File: src/rtl/riscv_pkg.sv
// Shared RISC-V front-end constants: PC width, 2-bit counter encodings,
// control-flow opcodes and a saturating increment helper.
package riscv_pkg;

    localparam int PC_W = 12;

    localparam logic [1:0] CTR_SNT = 2'b00;
    localparam logic [1:0] CTR_WNT = 2'b01;
    localparam logic [1:0] CTR_WT  = 2'b10;
    localparam logic [1:0] CTR_ST  = 2'b11;

    localparam logic [6:0] OP_JAL    = 7'b1101111;
    localparam logic [6:0] OP_JALR   = 7'b1100111;
    localparam logic [6:0] OP_BRANCH = 7'b1100011;

    function automatic logic [31:0] sat_inc32(input logic [31:0] v);
        return (v == 32'hFFFF_FFFF) ? v : v + 32'd1;
    endfunction

endpackage

File: src/rtl/sat_counter2.sv
// 2-bit saturating up/down counter, used as a next-state function per BTB entry.
module sat_counter2
    import riscv_pkg::*;
(
    input  logic [1:0] ctr_i,
    input  logic       en_i,
    input  logic       up_i,
    output logic [1:0] ctr_o
);

    always_comb begin
        ctr_o = ctr_i;
        if (en_i) begin
            if (up_i && ctr_i != CTR_ST)
                ctr_o = ctr_i + 2'd1;
            else if (!up_i && ctr_i != CTR_SNT)
                ctr_o = ctr_i - 2'd1;
        end
    end

endmodule

File: src/rtl/branch_predictor.sv
// Direct-mapped BTB with 2-bit counters: combinational lookup, registered update.
// Optional macro BP_STATS_EN adds lookup/hit/mispredict statistics counters.
module branch_predictor #(
    parameter int ENTRIES = 16,
    parameter int PC_W    = riscv_pkg::PC_W
) (
    input  logic            CLK,
    input  logic            RST,
    input  logic [PC_W-1:0] lookup_pc,
    output logic            pred_taken,
    output logic [PC_W-1:0] pred_target,
    input  logic            upd_valid,
    input  logic [PC_W-1:0] upd_pc,
    input  logic            upd_taken,
    input  logic [PC_W-1:0] upd_target,
    input  logic            upd_mispredict
`ifdef BP_STATS_EN
    ,
    output logic [31:0]     stat_lookups,
    output logic [31:0]     stat_hits,
    output logic [31:0]     stat_mispredicts
`endif
);
    import riscv_pkg::*;

    localparam int IDX_W = $clog2(ENTRIES);
    localparam int TAG_W = PC_W - IDX_W - 2;

    logic [ENTRIES-1:0]                 valid_q, valid_d;
    logic [ENTRIES-1:0][TAG_W-1:0]      tag_q, tag_d;
    logic [ENTRIES-1:0][PC_W-1:0]       target_q, target_d;
    logic [ENTRIES-1:0][1:0]            ctr_q, ctr_d, ctr_nxt;
    logic [ENTRIES-1:0]                 cnt_en, alloc;

    logic [IDX_W-1:0] l_idx, u_idx;
    logic [TAG_W-1:0] l_tag, u_tag;
    logic             hit, u_hit;
    logic             unused_bits;

    assign l_idx = lookup_pc[IDX_W+1:2];
    assign l_tag = lookup_pc[PC_W-1:IDX_W+2];
    assign u_idx = upd_pc[IDX_W+1:2];
    assign u_tag = upd_pc[PC_W-1:IDX_W+2];
    assign unused_bits = ^{lookup_pc[1:0], upd_pc[1:0]};

    // Lookup reads pre-edge state only; a same-cycle update is not bypassed.
    assign hit         = valid_q[l_idx] && (tag_q[l_idx] == l_tag);
    assign pred_taken  = hit && ctr_q[l_idx][1];
    assign pred_target = pred_taken ? target_q[l_idx] : lookup_pc + PC_W'(4);

    assign u_hit = valid_q[u_idx] && (tag_q[u_idx] == u_tag);

    for (genvar g = 0; g < ENTRIES; g++) begin : g_entry
        assign cnt_en[g] = upd_valid && u_hit && (u_idx == IDX_W'(g));
        assign alloc[g]  = upd_valid && !u_hit && upd_taken && (u_idx == IDX_W'(g));
        sat_counter2 u_ctr (
            .ctr_i (ctr_q[g]),
            .en_i  (cnt_en[g]),
            .up_i  (upd_taken),
            .ctr_o (ctr_nxt[g])
        );
    end

    always_comb begin
        valid_d  = valid_q;
        tag_d    = tag_q;
        target_d = target_q;
        ctr_d    = ctr_nxt;
        for (int i = 0; i < ENTRIES; i++) begin
            if (alloc[i]) begin
                valid_d[i]  = 1'b1;
                tag_d[i]    = u_tag;
                target_d[i] = upd_target;
                ctr_d[i]    = CTR_WT;
            end else if (cnt_en[i] && upd_taken) begin
                target_d[i] = upd_target;
            end
        end
    end

    always_ff @(posedge CLK or posedge RST) begin
        if (RST) begin
            valid_q  <= '0;
            tag_q    <= '0;
            target_q <= '0;
            ctr_q    <= {ENTRIES{CTR_WNT}};
        end else begin
            valid_q  <= valid_d;
            tag_q    <= tag_d;
            target_q <= target_d;
            ctr_q    <= ctr_d;
        end
    end

`ifdef BP_STATS_EN
    logic [31:0] lookups_q, lookups_d, hits_q, hits_d, mispred_q, mispred_d;

    always_comb begin
        lookups_d = sat_inc32(lookups_q);
        hits_d    = hit ? sat_inc32(hits_q) : hits_q;
        mispred_d = (upd_valid && upd_mispredict) ? sat_inc32(mispred_q) : mispred_q;
    end

    always_ff @(posedge CLK or posedge RST) begin
        if (RST) begin
            lookups_q <= '0;
            hits_q    <= '0;
            mispred_q <= '0;
        end else begin
            lookups_q <= lookups_d;
            hits_q    <= hits_d;
            mispred_q <= mispred_d;
        end
    end

    assign stat_lookups     = lookups_q;
    assign stat_hits        = hits_q;
    assign stat_mispredicts = mispred_q;
`else
    logic unused_mispredict;
    assign unused_mispredict = upd_mispredict;
`endif

endmodule

File: config.mk
export PLATFORM = sky130hd
export DESIGN_NAME = branch_predictor
export DESIGN_NICKNAME = d
export VERILOG_FILES = /design/src/rtl/riscv_pkg.sv /design/src/rtl/sat_counter2.sv /design/src/rtl/branch_predictor.sv
export SDC_FILE = /design/constraint.sdc
export NUM_CORES = 1
export LEC_CHECK = 0
export BUFFER_PORTS_ARGS = -buffer_cell sky130_fd_sc_hd__buf_2
export CAP_MARGIN = 40
export CORE_UTILIZATION = 60
export DETAILED_ROUTE_END_ITERATION = 16
export PLACE_DENSITY = 0.82
export SYNTH_ARGS = -nofsm -noshare
export SYNTH_HDL_FRONTEND = slang
export SYNTH_SLANG_ARGS = --single-unit
File: constraint.sdc
create_clock -name CLK -period 18.4 [get_ports CLK]
set_input_delay 0.92 -clock CLK [delete_from_list [all_inputs] [get_ports CLK]]
set_output_delay 0.92 -clock CLK [all_outputs]
set_load 0.005 [all_outputs]
==> results.env <==
GROUTE.LAYER.MET1.USAGE_PCT=42.0
PLACED_WIRE_LENGTH_ESTIMATE_UM=26300
GLOBALROUTEOVERFLOWTOTAL=0
DR_TOTAL_VIAS=11200
MAX-CAP-VIOLATIONS=0
TIMING.CRITICAL_PATH.TO_TYPE='output pin'
CTSLONGESTPATHBUFFERS=3
TRITONCTS.NUM_BUFFERS=36
ROUTED_VIA_DENSITY=6.76
START_UTIL_PCT=61.2
STD_CELL_ROWS=62
POST-ROUTE-MIN-PERIOD_PS=5150
GLOBALROUTE.BUSIESTLAYER='met2'
FF2FF_SETUP_SLACK_PS=14800
WORST-PATH-MAX-FANOUT=27
POST_SYNTH_INST_COUNT=1238
DOMINANT_COMBINATIONAL_CELL_FAMILY_BY_AREA_AFTER_SYNTHESIS='multiplexers'
FIN_WORST_SKEW_PS=24.1
TIMING.SETUP.CRITICAL_PATH_CLASS='input port to output pin'
GRT_PASS1_VIAS=11800
POST-CTS-SETUP-BUFFER-COUNT=0
SYN_AVG_CELL_AREA_UM2=14.3
DRT-WIRELENGTH-PER-CELL_UM=26.2
YOSYSUNIQUECELLTYPES=54
DRT.ANTENNA.VIOLATING_NETS=0
CTS-HOLD-FIX-BUFFERS=0
GLOBAL_ROUTE.USAGE.MET3_PCT=5.42
LAYOUT-DRIVE-GT1-SHARE_PCT=43.3
REQUIRED_PS=17480
DIE_FOOTPRINT_UM2=30100
I_O_PIN_TOTAL=54
DRC=0
SYNTH_ADDER_AREA_SHARE_PCT=0.0708
GR-USAGE-MET2_PCT=47.3
GRT_ANTENNA_BEFORE_REPAIR=2
SETUP_TNS_PS=0
GP_CONGESTION=0.825
FINALNETCOUNT=1297
STATIC-LEAKAGE-POWER_nW=8.84
SYNTH_FP_NETS=1280
CLK_PIN_SLEW_WORST_PATHS_PS=60
YS_SEQ_ELEMENTS=336
CTS_ROOT_BUFFER='sky130_fd_sc_hd__clkbuf_16'
MIN_PERIOD_OVER_PERIOD_PCT=28.0
MIN-DELAY-PATH-CLASS='input port to async pin'
SYNTH_TOP_CELL_AREA_SHARE_PCT=45.3
MAX_FREQ_GHz=0.194
SYNTH_FF_TYPE='sky130_fd_sc_hd__dfrtp_1'
YS_TOP_CELLS_BY_AREA='sky130_fd_sc_hd__dfrtp_1 (45%), sky130_fd_sc_hd__mux4_2 (14%), sky130_fd_sc_hd__mux2_2 (13%), sky130_fd_sc_hd__mux2_4 (5.8%), sky130_fd_sc_hd__dfstp_2 (2.4%)'
NUMBER_OF_MAX_SLEW_VIOLATIONS_IN_THE_FINAL_REPORT=0
DIE_OUTLINE_WIDTH_UM=174
FINAL-SETUP-VIOL-COUNT=0
PLACED_CELL_AREA_UM2=18400
TRITONCTS='done'
NETLIST.TOP_CELL.BY_AREA='sky130_fd_sc_hd__dfrtp_1'
SYNTH_ENABLE_FLOP_CELLS=0
IR_WORST_VDD_mV=0.101
FINAL_HOLD_VIOL_COUNT=0
SEQUENTIAL_AREA_SHARE_AFTER_SYNTHESIS_PCT=47.7
LARGEST_NET_DEGREE_AT_THE_START_OF_GLOBAL_ROUTING=100
OUTCOME='finished clean'
FIN_AREA_UM2=19500
GLOBAL_ROUTE_WIRE_LENGTH_BEFORE_REPAIR_UM=68900
AREA_SHARE_OF_AND_OR_NAND_NOR_CELLS_AFTER_SYNTHESIS_PCT=5.12
WORST_SLEW_MARGIN_REL_PCT=32.6
NETLIST_AREA_UM2=17700
PLACED_CELLS=1601
SYNTHMUXAREASHARE_PCT=36.5
ROUTED_WL_UM=43600
INSTANCES_NO_FILL=1663
CTS_SINK_COUNT=336
WORSTMARGINPINSLEW_PS=1010
SYNTHXORXNORAREAFRAC_PCT=1.09
WORST-ENDPOINT-ARRIVAL_PS=4230
DETAIL_ROUTE.FIRST_PASS.ITERATIONS=5
WORSTSKEWPAIRLATENCY_PS=540
LOGIC_DEPTH_OF_THE_WORST_REGISTER_TO_REGISTER_PATH=7
POST_CTS_RESIZED=0
POST_SYNTHESIS_COMPOUND_GATE_AREA_FRACTION_PCT=6.30
TOTAL_TRACK_USAGE_PCT=30.1
FIRST_ITER_VIOLATIONS=1119
CORE-AREA_UM2=28900
AREA_DELTA_SYNTH_FINAL_PCT=10.6
FINAL_UTIL_PCT=67.7
POSTSYNTH.ASYNCRESETSHARE_PCT=100
DIE_HEIGHT_UM=174
ANTENNA_FIX_CELLS=0
PORTBUFFERS=50
YOSYSWARNINGS=0
POWER.DENSITY_nW_PER_UM2=107
RSZ_0062_RAISED_AFTER_GLOBAL_ROUTING='false'
CRITPATHLAUNCHTYPE='input port'
HTREE_NUM_LEVELS=2
-- layer usage --
metal | part of all wire, % | wire [um]
met1 | 40 | 17600
met2 | 48 | 21000
met3 | 7.2 | 3130
met4 | 4.4 | 1940
met5 | 0.046 | 20
-- worst max-delay path: stages --
cell and delay (ps):
sky130_fd_sc_hd__buf_4 450, sky130_fd_sc_hd__mux4_2 590, sky130_fd_sc_hd__mux4_2 500, sky130_fd_sc_hd__xor2_1 160
sky130_fd_sc_hd__nor4_1 370, sky130_fd_sc_hd__nand3_1 380, sky130_fd_sc_hd__buf_4 350, sky130_fd_sc_hd__mux2_4 350
sky130_fd_sc_hd__buf_2 130
-- path summary, 6_finish.rpt --
check / start / to
worst min register to register: valid_q[7] / valid_q[7]
worst max-delay path: lookup_pc[2] / pred_target[7]
worst min-delay path: RST / target_q[152]
max in group asynchronous: RST / ctr_q[10]
min in group CLK: valid_q[7] / valid_q[7]
worst max register to register: tag_q[92] / ctr_q[6]
-- logic make-up after synthesis --
group                    count (synthesis)
AO/OA/AOI/OAI                          129
XOR/XNOR                                22
adder cells (fa/ha/maj)                  1
buffers and inverters                  121
flip-flops                             336
multiplexers                           442
AND/OR/NAND/NOR                        187
-- Yosys cell counts (all sizes together) (19+ instances only) --
cell type	instances
dfrtp	320
mux2	299
mux4	112
clkbuf	61
nor2	52
nand3	42
buf	41
nand2	40
mux2i	31
a22o	25
a21oi	22
inv	19
-- layout by cell type (no fill, tap or decap), types with 18 or more instances in the layout --
cell type and instances:
sky130_fd_sc_hd__mux2_2 201, sky130_fd_sc_hd__mux2_4 68, sky130_fd_sc_hd__clkbuf_16 36, sky130_fd_sc_hd__nand3_1 42, sky130_fd_sc_hd__nand2_1 40, sky130_fd_sc_hd__mux2_1 30, sky130_fd_sc_hd__dfrtp_1 320, sky130_fd_sc_hd__mux4_2 112
sky130_fd_sc_hd__buf_4 19, sky130_fd_sc_hd__nor2_1 51, sky130_fd_sc_hd__mux2i_1 31, sky130_fd_sc_hd__inv_1 18, sky130_fd_sc_hd__buf_2 48, sky130_fd_sc_hd__a22o_1 25
-- registers in the layout (all words and copies together) (netlist names) --
name      flops
target_q    192
tag_q        96
ctr_q        32
valid_q      16
-- report_power, final --
group | leakage [nW] | internal [W] | switching (W) | total, W
sequential | 4.19 | 0.000875 | 0.0000867 | 0.000962
combinational | 4.07 | 0.000232 | 0.000158 | 0.000390
clock | 0.574 | 0.000430 | 0.000303 | 0.000733
total | 8.84 | 0.00154 | 0.000547 | 0.00209
-- cell type report --
class                           count  area, um^2
Fill cell                        1937        9320
Sequential cell                   336        8430
Timing Repair Buffer               81         698
Multi-Input combinational cell    781        8680
Tap cell                          384         480
Inverter                           19        78.8
Clock buffer                       53        1020
Clock inverter                      9         153
-- per-stage QoR --
stage               setup slack, ps  hold WS, ps  power, W
global route                  13110          394   0.00216
CTS                           13250          376   0.00209
floorplan                      8200          451   0.00126
finish                        13250          369   0.00209
detailed placement            13260          476   0.00136
global placement              13260          472   0.00133
Note: power is estimated with default switching activity, not from simulation.
